**src/rtl/dmux_1to2.sv**
```systemverilog
// Registered 1-to-NOUT demultiplexer with out-of-range select flag and
// saturating per-channel delivery counters. All outputs come straight from flops.
module dmux_1to2 #(
  parameter int unsigned WIDTH = 1,
  parameter int unsigned NOUT  = 2,
  parameter int unsigned SEL_W = 1,
  parameter int unsigned HOLD  = 0,
  parameter int unsigned CNT_W = 8
) (
  input  logic                   clk,
  input  logic                   rst,
  input  logic [WIDTH-1:0]       a,
  input  logic [SEL_W-1:0]       sel,
  input  logic                   en,
  output logic [NOUT*WIDTH-1:0]  y,
  output logic [NOUT-1:0]        y_valid,
  output logic                   sel_err,
  output logic [NOUT*CNT_W-1:0]  cnt
);

  logic [NOUT*WIDTH-1:0] r_y;
  logic [NOUT-1:0]       r_valid;
  logic                  r_err;
  logic [NOUT*CNT_W-1:0] r_cnt;

  logic [NOUT*WIDTH-1:0] w_y_d;
  logic [NOUT-1:0]       w_valid_d;
  logic                  w_err_d;
  logic [NOUT*CNT_W-1:0] w_cnt_d;
  logic [31:0]           w_sel_ext;
  logic                  w_in_range;

  assign w_sel_ext  = 32'(sel);
  assign w_in_range = (w_sel_ext < NOUT);

  always_comb begin
    // Unselected channels either clear or keep their last value.
    w_y_d     = (HOLD != 0) ? r_y : '0;
    w_valid_d = '0;
    w_cnt_d   = r_cnt;
    w_err_d   = en && !w_in_range;
    for (int unsigned k = 0; k < NOUT; k++) begin
      if (en && w_in_range && (w_sel_ext == k)) begin
        w_y_d[k*WIDTH +: WIDTH] = a;
        w_valid_d[k]            = 1'b1;
        // Saturate rather than wrap.
        if (r_cnt[k*CNT_W +: CNT_W] != {CNT_W{1'b1}}) begin
          w_cnt_d[k*CNT_W +: CNT_W] = r_cnt[k*CNT_W +: CNT_W] + CNT_W'(1);
        end
      end
    end
  end

  always_ff @(posedge clk) begin
    if (rst) begin
      r_y     <= '0;
      r_valid <= '0;
      r_err   <= 1'b0;
      r_cnt   <= '0;
    end else begin
      r_y     <= w_y_d;
      r_valid <= w_valid_d;
      r_err   <= w_err_d;
      r_cnt   <= w_cnt_d;
    end
  end

  assign y       = r_y;
  assign y_valid = r_valid;
  assign sel_err = r_err;
  assign cnt     = r_cnt;

endmodule

```
**config.mk**
```make
export PLATFORM = sky130hd
export DESIGN_NAME = dmux_1to2
export DESIGN_NICKNAME = d
export VERILOG_FILES = /design/src/rtl/dmux_1to2.sv
export SDC_FILE = /design/constraint.sdc
export NUM_CORES = 1
export LEC_CHECK = 0
export CORE_MARGIN = 4
export CORE_UTILIZATION = 40
export CTS_CLUSTER_DIAMETER = 150
export DETAILED_ROUTE_END_ITERATION = 8
export GPL_TIMING_DRIVEN = 0
export MAX_ROUTING_LAYER = met4
export PLACE_DENSITY_LB_ADDON = 0.1
export SLEW_MARGIN = 0
export SYNTH_ARGS = -nofsm -noshare
export SYNTH_HDL_FRONTEND = slang
export SYNTH_SLANG_ARGS = --single-unit
```
**constraint.sdc**
```tcl
create_clock -name clk -period 2.89 [get_ports clk]
set_input_delay 0.289 -clock clk [delete_from_list [all_inputs] [get_ports clk]]
set_output_delay 0.289 -clock clk [all_outputs]
set_load 0.005 [all_outputs]
```
Word level (Yosys, flattened, before mapping)
Index checks and enable logic that the tools add are counted.
- input bits: 5
- memory bits (writable): 0
- register bits: 21
- ROM bits: 0
- output and inout port bits: 21
- memories: 0
- latch bits: 0
- logic and storage cells: 25
- muxes and demuxes: 2
- multipliers: 0
- eq/ne operators: 2
- reduce and logical (&&, ||, !) cells: 10
- div/mod/pow operators: 0
- add/sub/neg operators: 2
- bitwise operators: 2
- shift-type cells: 0
- order comparisons: 1
- operators with widths (kind ; count):
    logical NOT 32 bit ; 1
    adder 8 x 1 -> 8 bit, second input constant ; 2
    != test 8 bit, second input constant ; 2
    logical AND 1 bit ; 4
    AND reduction 2 bit ; 2
    OR reduction 2 bit ; 2
    less-than comparator 1 x 2 -> 1 bit, second input constant ; 1
    two-way mux 1 bit ; 2
    inverter 1 bit ; 2
    logical NOT 1 bit ; 1

Longest topological paths before layout
Gate-level depths: netlist of the first run.
- word-level depth: 5
- depth in mapped cells: 4
- depth with buffers taken out: 4

Worst setup path before layout of the first run
No wires, ideal clock.
- path type: reg-to-reg
- start point: register r_cnt[8], in the netlist cnt[8]
- end point: register r_cnt[11], in the netlist cnt[11]
- library setup time: 0.121 ns
- stages on the path, launching flop included: 5
- data arrival time: 1.342 ns
- data required time: 2.769 ns
- path buffers: 0
- period minus slack after synthesis: 1.463 ns
- slack: 1.427 ns
- cell sequence: dfxtp_1 ha_1 and3_2 a211oi_2 mux2_4
- word-level cells in the longest chain between the ends: 2
- elaborated cells on any way between the ends: 3
- classes of those cells: add/sub (1); eq/ne (1); reduce/logical (1)
- RTL lines (item ; RTL line ; RTL):
    start, declared ; 24 ; logic [NOUT*CNT_W-1:0] r_cnt;
    start signal, assigned ; 64 ; r_cnt <= w_cnt_d;
    branches (longest 2 deep; another with adder 8 x 1 -> 8 bit) ; n/a ;
Parallel ways; which one is timed is not known.
A chain may end at the register's enable or synchronous reset.

Worst setup path in the final report of the first run
- start point: register r_cnt[2], in the netlist cnt[2]
- end point: output port cnt[2]
- RTL lines (item ; RTL line ; RTL):
    end, declared ; 18 ; output logic [NOUT*CNT_W-1:0] cnt
No word-level cell between the ends.

==> flow_summary.json, run 1 <==
{
  "syn_area_per_cell_um2": 9.901,
  "cp_max_fo": 9,
  "post-route-period-util": 0.5666,
  "grt_pass1_vias": 869,
  "drc_errors": 0,
  "max_cap_viol_count": 0,
  "timing.critical_path.buf_inv": 1,
  "reg2reg_depth": 4,
  "die_w_um": 58.74,
  "dr.pass1.iters": 2,
  "cp_slowest_cell": "clkdlybuf4s50_1",
  "port_buffers": 24,
  "wl_per_cell_um": 13.41,
  "start_util": 0.4195,
  "ant_nets": 0,
  "diodes": 0,
  "vias_per_cell": 5.537,
  "cp_top_family": "buffers and inverters",
  "hpwlAfterDp_um": 1705,
  "die-area_um2": 3450,
  "ir_worst_vdd_mv": 0.3223,
  "fin_setup_tns_ps": 0,
  "insertion_delay_ps": 300,
  "rsz0062_at_grt": "no",
  "slowest_delay_ps": 560,
  "synth_cells": 104,
  "cts_made_buffers": 3,
  "syn_area_um2": 1030,
  "root_buffer": "clkbuf_4",
  "cts_tree": "done",
  "coreArea_um2": 2455,
  "status": "completed",
  "ys_warn_count": 0,
  "clockBufferDepth": 2,
  "p_total_mw": 0.5604,
  "grt_overflow": 0,
  "cts_resized": 0,
  "grt_first_pass_wirelength_um": 3933,
  "min_path_type": "reg -> reg",
  "area_growth_pct": 32.08,
  "timing.hold.ws_ps": 550.3,
  "ys_seq_elements": 20,
  "synth_top_area_cell": "dfxtp_1",
  "clkSlewWorstSetupHoldPaths_ps": 110,
  "antenna_found_initial": 0,
  "finalNetCount": 140,
  "pwr_density_cell_nw_per_um2": 412.1,
  "vias": 897,
  "ys_types": 37,
  "dp_slack_ps": 1116,
  "fmax_mhz": 610.7,
  "drive_gt1_frac": 0.1818,
  "syn_nets": 111,
  "io_pins": 26,
  "gp_congestion": 0.7396,
  "htreeDepth": 1,
  "finalSetupViolations": 0,
  "cts_hold_buf": 0,
  "report.final.slew_viol_count": 0,
  "holdPathStages": 2,
  "rows": 18,
  "dp_cells": 158,
  "final-instance-count-excl-fill": 162,
  "cp-end-kind": "primary output",
  "ys_seq_area_frac": 0.3888,
  "grt_usage": 0.1513,
  "final_area_um2": 1360,
  "crit_required_ps": 2600,
  "die_h_um": 58.74,
  "fin_crit_ps": 1637,
  "leakage_nw": 0.4764,
  "wirelength_um": 2172,
  "async_reset_ff_frac": 0,
  "worst-path-stages": 1,
  "postCtsSetupRepairBufs": 0,
  "crit_chain": "clkdlybuf4s50_1",
  "final_hold_viol_count": 0,
  "cts_sinks": 20,
  "postPlaceCellArea_um2": 1308,
  "setup_slack_ps": 1253,
  "crit_type": "reg -> out",
  "grt_max_degree": 13,
  "fin_util": 0.5540,
  "finalClockSkew_ps": 7.490,
  "arrival_ps": 1350,
  "start_kind": "flop",
  "synth_edf_count": 0,
  "synth.area.top_cells": "dfxtp_1, mux2_4, nor2_1",
  "ys.flop_type": "dfxtp_1",
  "synth.top_cell.area_share": 0.3888,
  "drt_iter0_drc": 11
}
routing by layer:
layer | GRT usage | part of all wire
met5 | - | 0
met4 | 0.05178 | 0.0064
met3 | 0.04386 | 0.053
met2 | 0.2319 | 0.46
met1 | 0.1898 | 0.47
placed cells by master, fill, tap and decap left out, types with 2 or more instances in the layout:
| cell | instances |
|---|---|
| nand2b_1 | 6 |
| nand3_1 | 2 |
| nand2_1 | 2 |
| a41oi_1 | 3 |
| clkdlybuf4s50_1 | 24 |
| nor4b_1 | 2 |
| a21oi_2 | 3 |
| a311oi_1 | 3 |
| and4_1 | 2 |
| and4_4 | 2 |
| nor2b_1 | 6 |
| mux2_4 | 4 |
| a211oi_2 | 2 |
| and2_1 | 2 |
| a211oi_1 | 4 |
| clkbuf_4 | 3 |
| a31oi_1 | 4 |
| nor3_1 | 2 |
| ha_1 | 2 |
| inv_1 | 2 |
| nor2_1 | 11 |
| and3_2 | 2 |
| buf_2 | 2 |
| dfxtp_1 | 20 |
| mux2i_1 | 2 |
cell families (layout without fill, tap and decap cells):
logic type,after synthesis,after routing,synth area share
simple gates,46,46,0.2831
compound gates,24,24,0.1981
flops,20,20,0.3888
mux,6,6,0.07777
buf+inv,5,33,0.02431
fa+ha+maj,2,2,0.02430
other cells,1,1,0.003642
sequential cells by signal (all words and copies together), names as in the netlist:
| register | cells |
|---|---|
| cnt | 16 |
| y_valid | 2 |
| y | 2 |
cell type report:
cell class                 instances  area [um^2]
fill                             223         1095
multi-input combinational         79        604.3
sequential                        20        400.4
timing repair buffer              24        240.2
tap                               30        37.54
clock inverter                     1        30.03
clock buffer                       3        22.52
buffer                             3        17.52
inverter                           2        7.507
worst paths after layout:
path | slack, ps | end | from
worst max-delay path | 1250 | cnt[2] | cnt[2]
worst min register to register | 550 | cnt[1] | cnt[1]
worst min-delay path | 550 | cnt[1] | cnt[1]
worst max register to register | 1350 | cnt[11] | cnt[8]
Yosys cell counts (2+ instances only):
cell type   n
a41oi_1     3
and4_4      2
ha_1        2
nand2_1     2
mux2_4      4
and3_2      2
inv_1       2
dfxtp_1    20
nor4b_1     2
nor3_1      2
and4_1      2
nor2_1     11
a211oi_1    4
nand2b_1    6
buf_2       2
a21oi_2     3
nor2b_1     6
nand3_1     2
mux2i_1     2
and2_1      2
a211oi_2    2
a31oi_1     4
a311oi_1    3
power breakdown:
group	internal (mW)	switching, mW
sequential	0.281	0.00573
clock	0.140	0.0856
combinational	0.0269	0.0212
total	0.448	0.112
No activity file was read; power rests on OpenSTA's default activity.
==> inputs of run 2 (changes only) <==
==> constraint.sdc (replaced) <==
create_clock -name clk -period 1.4 [get_ports clk]
set_input_delay 0.14 -clock clk [delete_from_list [all_inputs] [get_ports clk]]
set_output_delay 0.14 -clock clk [all_outputs]
set_load 0.005 [all_outputs]
==> run 2 against run 1 <==
The flow now finishes with violations (setup timing); core utilization is 7.0 points higher; die area stayed put; sequential power is 100% higher; register-to-register slack worse by 1400 ps; critical path depth is 3 higher; non-clock buffer count is 11 higher; largest power group unchanged.
==> flow_summary.json, run 2 (same netlist as run 1, synthesis figures left out) <==
{
  "r2r_start": "cnt[8]",
  "cts_made_buffers": 3,
  "finalSetupViolations": 1,
  "grt_pass1_vias": 890,
  "area_growth_pct": 48.72,
  "power.internal_mw": 0.7873,
  "gp_congestion": 0.7410,
  "violations": "setup timing",
  "p_comb_frac": 0.110,
  "grt_overflow": 0,
  "coreArea_um2": 2455,
  "cts_hold_buf": 0,
  "drt_iter0_drc": 15,
  "drc_errors": 0,
  "status": "finished, violations left",
  "io_pins": 26,
  "slowest_delay_ps": 390,
  "cp-end-kind": "flop",
  "fmax_mhz": 707.8,
  "max_cap_viol_count": 0,
  "p_total_mw": 1.034,
  "start_util": 0.4195,
  "cp_max_fo": 6,
  "p_sw_frac": 0.2387,
  "cp_top_family": "flip-flops",
  "ir_worst_vdd_mv": 0.4015,
  "grt_first_pass_wirelength_um": 4050,
  "die_h_um": 58.74,
  "crit_chain": "ha_4 -> and3_4 -> a211oi_4 -> mux2_4",
  "setup_slack_ps": -12.88,
  "rsz0062_at_grt": "yes",
  "wirelength_um": 2362,
  "mostFrequentLayoutCells": "clkdlybuf4s50_1, buf_4, nor2_1, dfxtp_4",
  "insertion_delay_ps": 310,
  "ant_nets": 0,
  "wl_per_cell_um": 13.65,
  "report.final.slew_viol_count": 0,
  "min_path_type": "in -> reg",
  "worst-path-stages": 4,
  "rrSetupSlack_ps": -10,
  "final_common_cell": "clkdlybuf4s50_1",
  "reg2reg_depth": 4,
  "antenna_found_initial": 0,
  "diodes": 0,
  "crit_type": "reg -> reg",
  "timing.critical_path.buf_inv": 0,
  "min_to": "y[1]",
  "drive_gt1_frac": 0.3776,
  "hpwlAfterDp_um": 1636,
  "timing.hold.ws_ps": 399.2,
  "final_hold_viol_count": 0,
  "clockBufferDepth": 2,
  "post-route-period-util": 1.009,
  "finalClockSkew_ps": 5.929,
  "cp_slowest_cell": "dfxtp_4",
  "grt_max_degree": 12,
  "power_switching_mw": 0.2469,
  "finalNetCount": 151,
  "seqPwrFrac": 0.557,
  "fin_crit_ps": 1413,
  "pwr_density_cell_nw_per_um2": 675.3,
  "port_buffers": 24,
  "crit_required_ps": 1610,
  "die_w_um": 58.74,
  "p_clk_frac": 0.333,
  "holdPathStages": 3,
  "vias": 935,
  "arrival_ps": 1620,
  "largest_reg_flops": 16,
  "min_from": "a",
  "die-area_um2": 3450,
  "rows": 18,
  "cts_tree": "done",
  "dr.pass1.iters": 4,
  "cts_sinks": 20,
  "timing.rr.end": "cnt[11]",
  "start_kind": "flop",
  "clkSlewWorstSetupHoldPaths_ps": 120,
  "leakage_nw": 0.5868,
  "root_buffer": "clkbuf_4",
  "htreeDepth": 1,
  "vias_per_cell": 5.405,
  "grt_usage": 0.1576
}
run 2: cell count changes in the layout (fill, tap and decap cells not counted), moves of 3 or more:
| cell | delta |
|---|---|
| dfxtp_1 | -16 |
| dfxtp_4 | +11 |
| buf_4 | +11 |
| dlymetal6s2s_1 | +3 |
| clkdlybuf4s50_1 | -3 |
| dfxtp_2 | +5 |
run 2: worst max path at each step:
stage          slack (ps)  endpoint  startpoint
6_report              -10   cnt[11]      cnt[8]
5_1_grt               -60   cnt[11]      cnt[8]
4_1_cts               -70   cnt[11]      cnt[8]
3_5_place_dp         -240   cnt[11]          en
3_3_place_gp         -230   cnt[11]          en
2_1_floorplan          -2   cnt[11]      cnt[8]
run 2: area by class of cell:
class | count | area [um^2]
Timing Repair Buffer | 35 | 330.3
Buffer | 3 | 17.52
Multi-Input combinational cell | 79 | 654.4
Clock buffer | 4 | 36.28
Tap cell | 30 | 37.54
Sequential cell | 20 | 447.9
Fill cell | 206 | 923.4
Inverter | 2 | 7.507
run 2: worst reg2reg max path, cell delays in order (launching register included):
cell	delay (ps)
dfxtp_4	390
ha_4	170
and3_4	200
a211oi_4	250
mux2_4	310
run 2: what timing repair did:
item                                    4_1_cts  5_1_grt
resized for setup                            20       16
hold endpoints to repair                      0        0
pin swaps                                     4        2
endpoints found under the setup margin       19       17
buffers inserted                              4        7
run 2: metal layers:
layer	global-route usage	up-vias	part of all wire	wire length, um
met5	-	-	0	0
met1	0.2091	429	0.46	1096
met4	0.07767	0	0.019	46
met3	0.02851	4	0.052	123
li1	-	474	-	-
met2	0.2287	28	0.46	1096
run 2: through the flow:
step / TNS (ps) / utilization / instance area, um^2 / std cells / setup slack (ps)
3_3_place_gp: -1405 / 0.5347 / 1313 / 158 / -230.1
4_1_cts: -128.4 / 0.5800 / 1424 / 166 / -66.46
2_1_floorplan: -1.524 / - / 1035 / 104 / -1.524
6_report: -12.88 / 0.6239 / 1531 / 173 / -12.88
5_1_grt: -64.38 / 0.6239 / 1531 / 173 / -64.38
3_5_place_dp: -1706 / 0.5347 / 1313 / 158 / -242.5
run 2: power groups by stage:
stage          Sequential (mW)  Combinational (mW)  Clock [mW]
6_report                 0.576               0.114       0.344
5_1_grt                  0.579               0.128       0.373
4_1_cts                  0.589               0.109       0.361
3_5_place_dp             0.604               0.100           0
3_3_place_gp             0.604              0.0988           0
2_1_floorplan            0.604              0.0500           0
==> RTL change, RTL diff (settings of run 2) <==
`CNT_W`: 8 -> 10.
--- a/src/rtl/dmux_1to2.sv
+++ b/src/rtl/dmux_1to2.sv
@@ -6,5 +6,5 @@
   parameter int unsigned SEL_W = 1,
   parameter int unsigned HOLD  = 0,
-  parameter int unsigned CNT_W = 8
+  parameter int unsigned CNT_W = 10
 ) (
   input  logic                   clk,
Ports: changed (resized cnt); port bits go from 26 to 30. The function was not compared with the original's and may differ.
==> RTL change against run 2 <==
The run still ends with setup timing left; sequential power grew 20%; wire length grew 17%; utilization grew 4.9 points; combinational power is essentially flat; largest cell class unchanged; final area grew 12%; cell count grew 14%; sequential cell count grew 4; setup slack lost 0.0036 ns; global-route usage grew 0.84 points; total power grew 13%; area after synthesis grew 7.0%; maximum frequency shrank 0.25%.
==> RTL change: results (changes against run 2) <==
| Metric | Value |
|---|---|
| Status | finished with violations (unchanged) |
| Failing checks | setup timing (unchanged) |
| Synth cell types | 35 (was 37) |
| Largest net degree at the start of global routing | 14 (was 12) |
| Gp weighted congestion | 0.778 (was 0.741) |
| Number of fill cells in the layout | 219 (was 206) |
| Pwr dens | 683 nW/µm² (was 675 nW/µm²) |
| Total GRT Usage | 16.6% (was 15.8%) |
| Post-DP Area | 1440 µm² (was 1310 µm²) |
| Post-CTS sizing | 40 (was 20) |
| WL met3 | 140 µm (was 123 µm) |
| Worst Slack Setup Final | -0.0164 ns (was -0.0129 ns) |
| Clock group share of total power | 31.3% (was 33.3%) |
| Setup skew after layout | 0.00204 ns (was 0.00593 ns) |
| Inst Count DP | 181 (was 158) |
| Worst VDD drop | 0.608 mV (was 0.402 mV) |
| WL met2 | 1.35 mm (was 1.10 mm) |
| Met3 Track Usage GR | 2.55% (was 2.85%) |
| I/O Buffers | 28 (was 24) |
| Fin cells | 197 (was 173) |
| Core box area | 2540 µm² (was 2450 µm²) |
| Area occupied by multi-input gates | 699 µm² (was 654 µm²) |
| Setup TNS | -0.0164 ns (was -0.0129 ns) |
| First-pass GRT wire length | 4.53 mm (was 4.05 mm) |
| Final setup vio count | 1 (unchanged) |
| Post-placement setup slack | -0.379 ns (was -0.242 ns) |
| Seq/Total Area, Yosys | 43.6% (was 38.9%) |
| Met1 Use GR | 21.9% (was 20.9%) |
| Via count | 1091 (was 935) |
RTL change: final cells by class:
type,instances,share of cell area [%]
multi-input combinational,94,40.9
sequential,24,31.1
timing repair buffer,40,22.4
tap,30,2.19
clock buffer,4,2.12
buffer,3,0.877
inverter,2,0.439
RTL change: logic make-up after synthesis:
logic type	count (synthesis)	share of synthesized area, %
compound gates	23	15.1
xor+xnor	4	3.18
fa+ha+maj	2	2.27
buf+inv	5	2.04
flops	24	43.6
mux	4	3.63
other cells	1	0.340
simple gates	60	29.9
RTL change: worst max-delay path, delay by kind of cell (launching register included):
family	cells	cell delay, ns
AOI/OAI and AO/OA	2	0.22
adders and majority gates	1	0.17
buffers and inverters	1	0.16
DFF	1	0.38
and+or+nand+nor	2	0.42
RTL change: final timing paths:
check | start | to | slack, ns | cells past startpoint
hold / removal | a | y[0] | 0.38 | 3
hold reg to reg | cnt[4] | cnt[4] | 0.52 | 2
setup reg to reg | cnt[1] | cnt[3] | -0.02 | 6
setup / recovery | cnt[1] | cnt[3] | -0.02 | 6
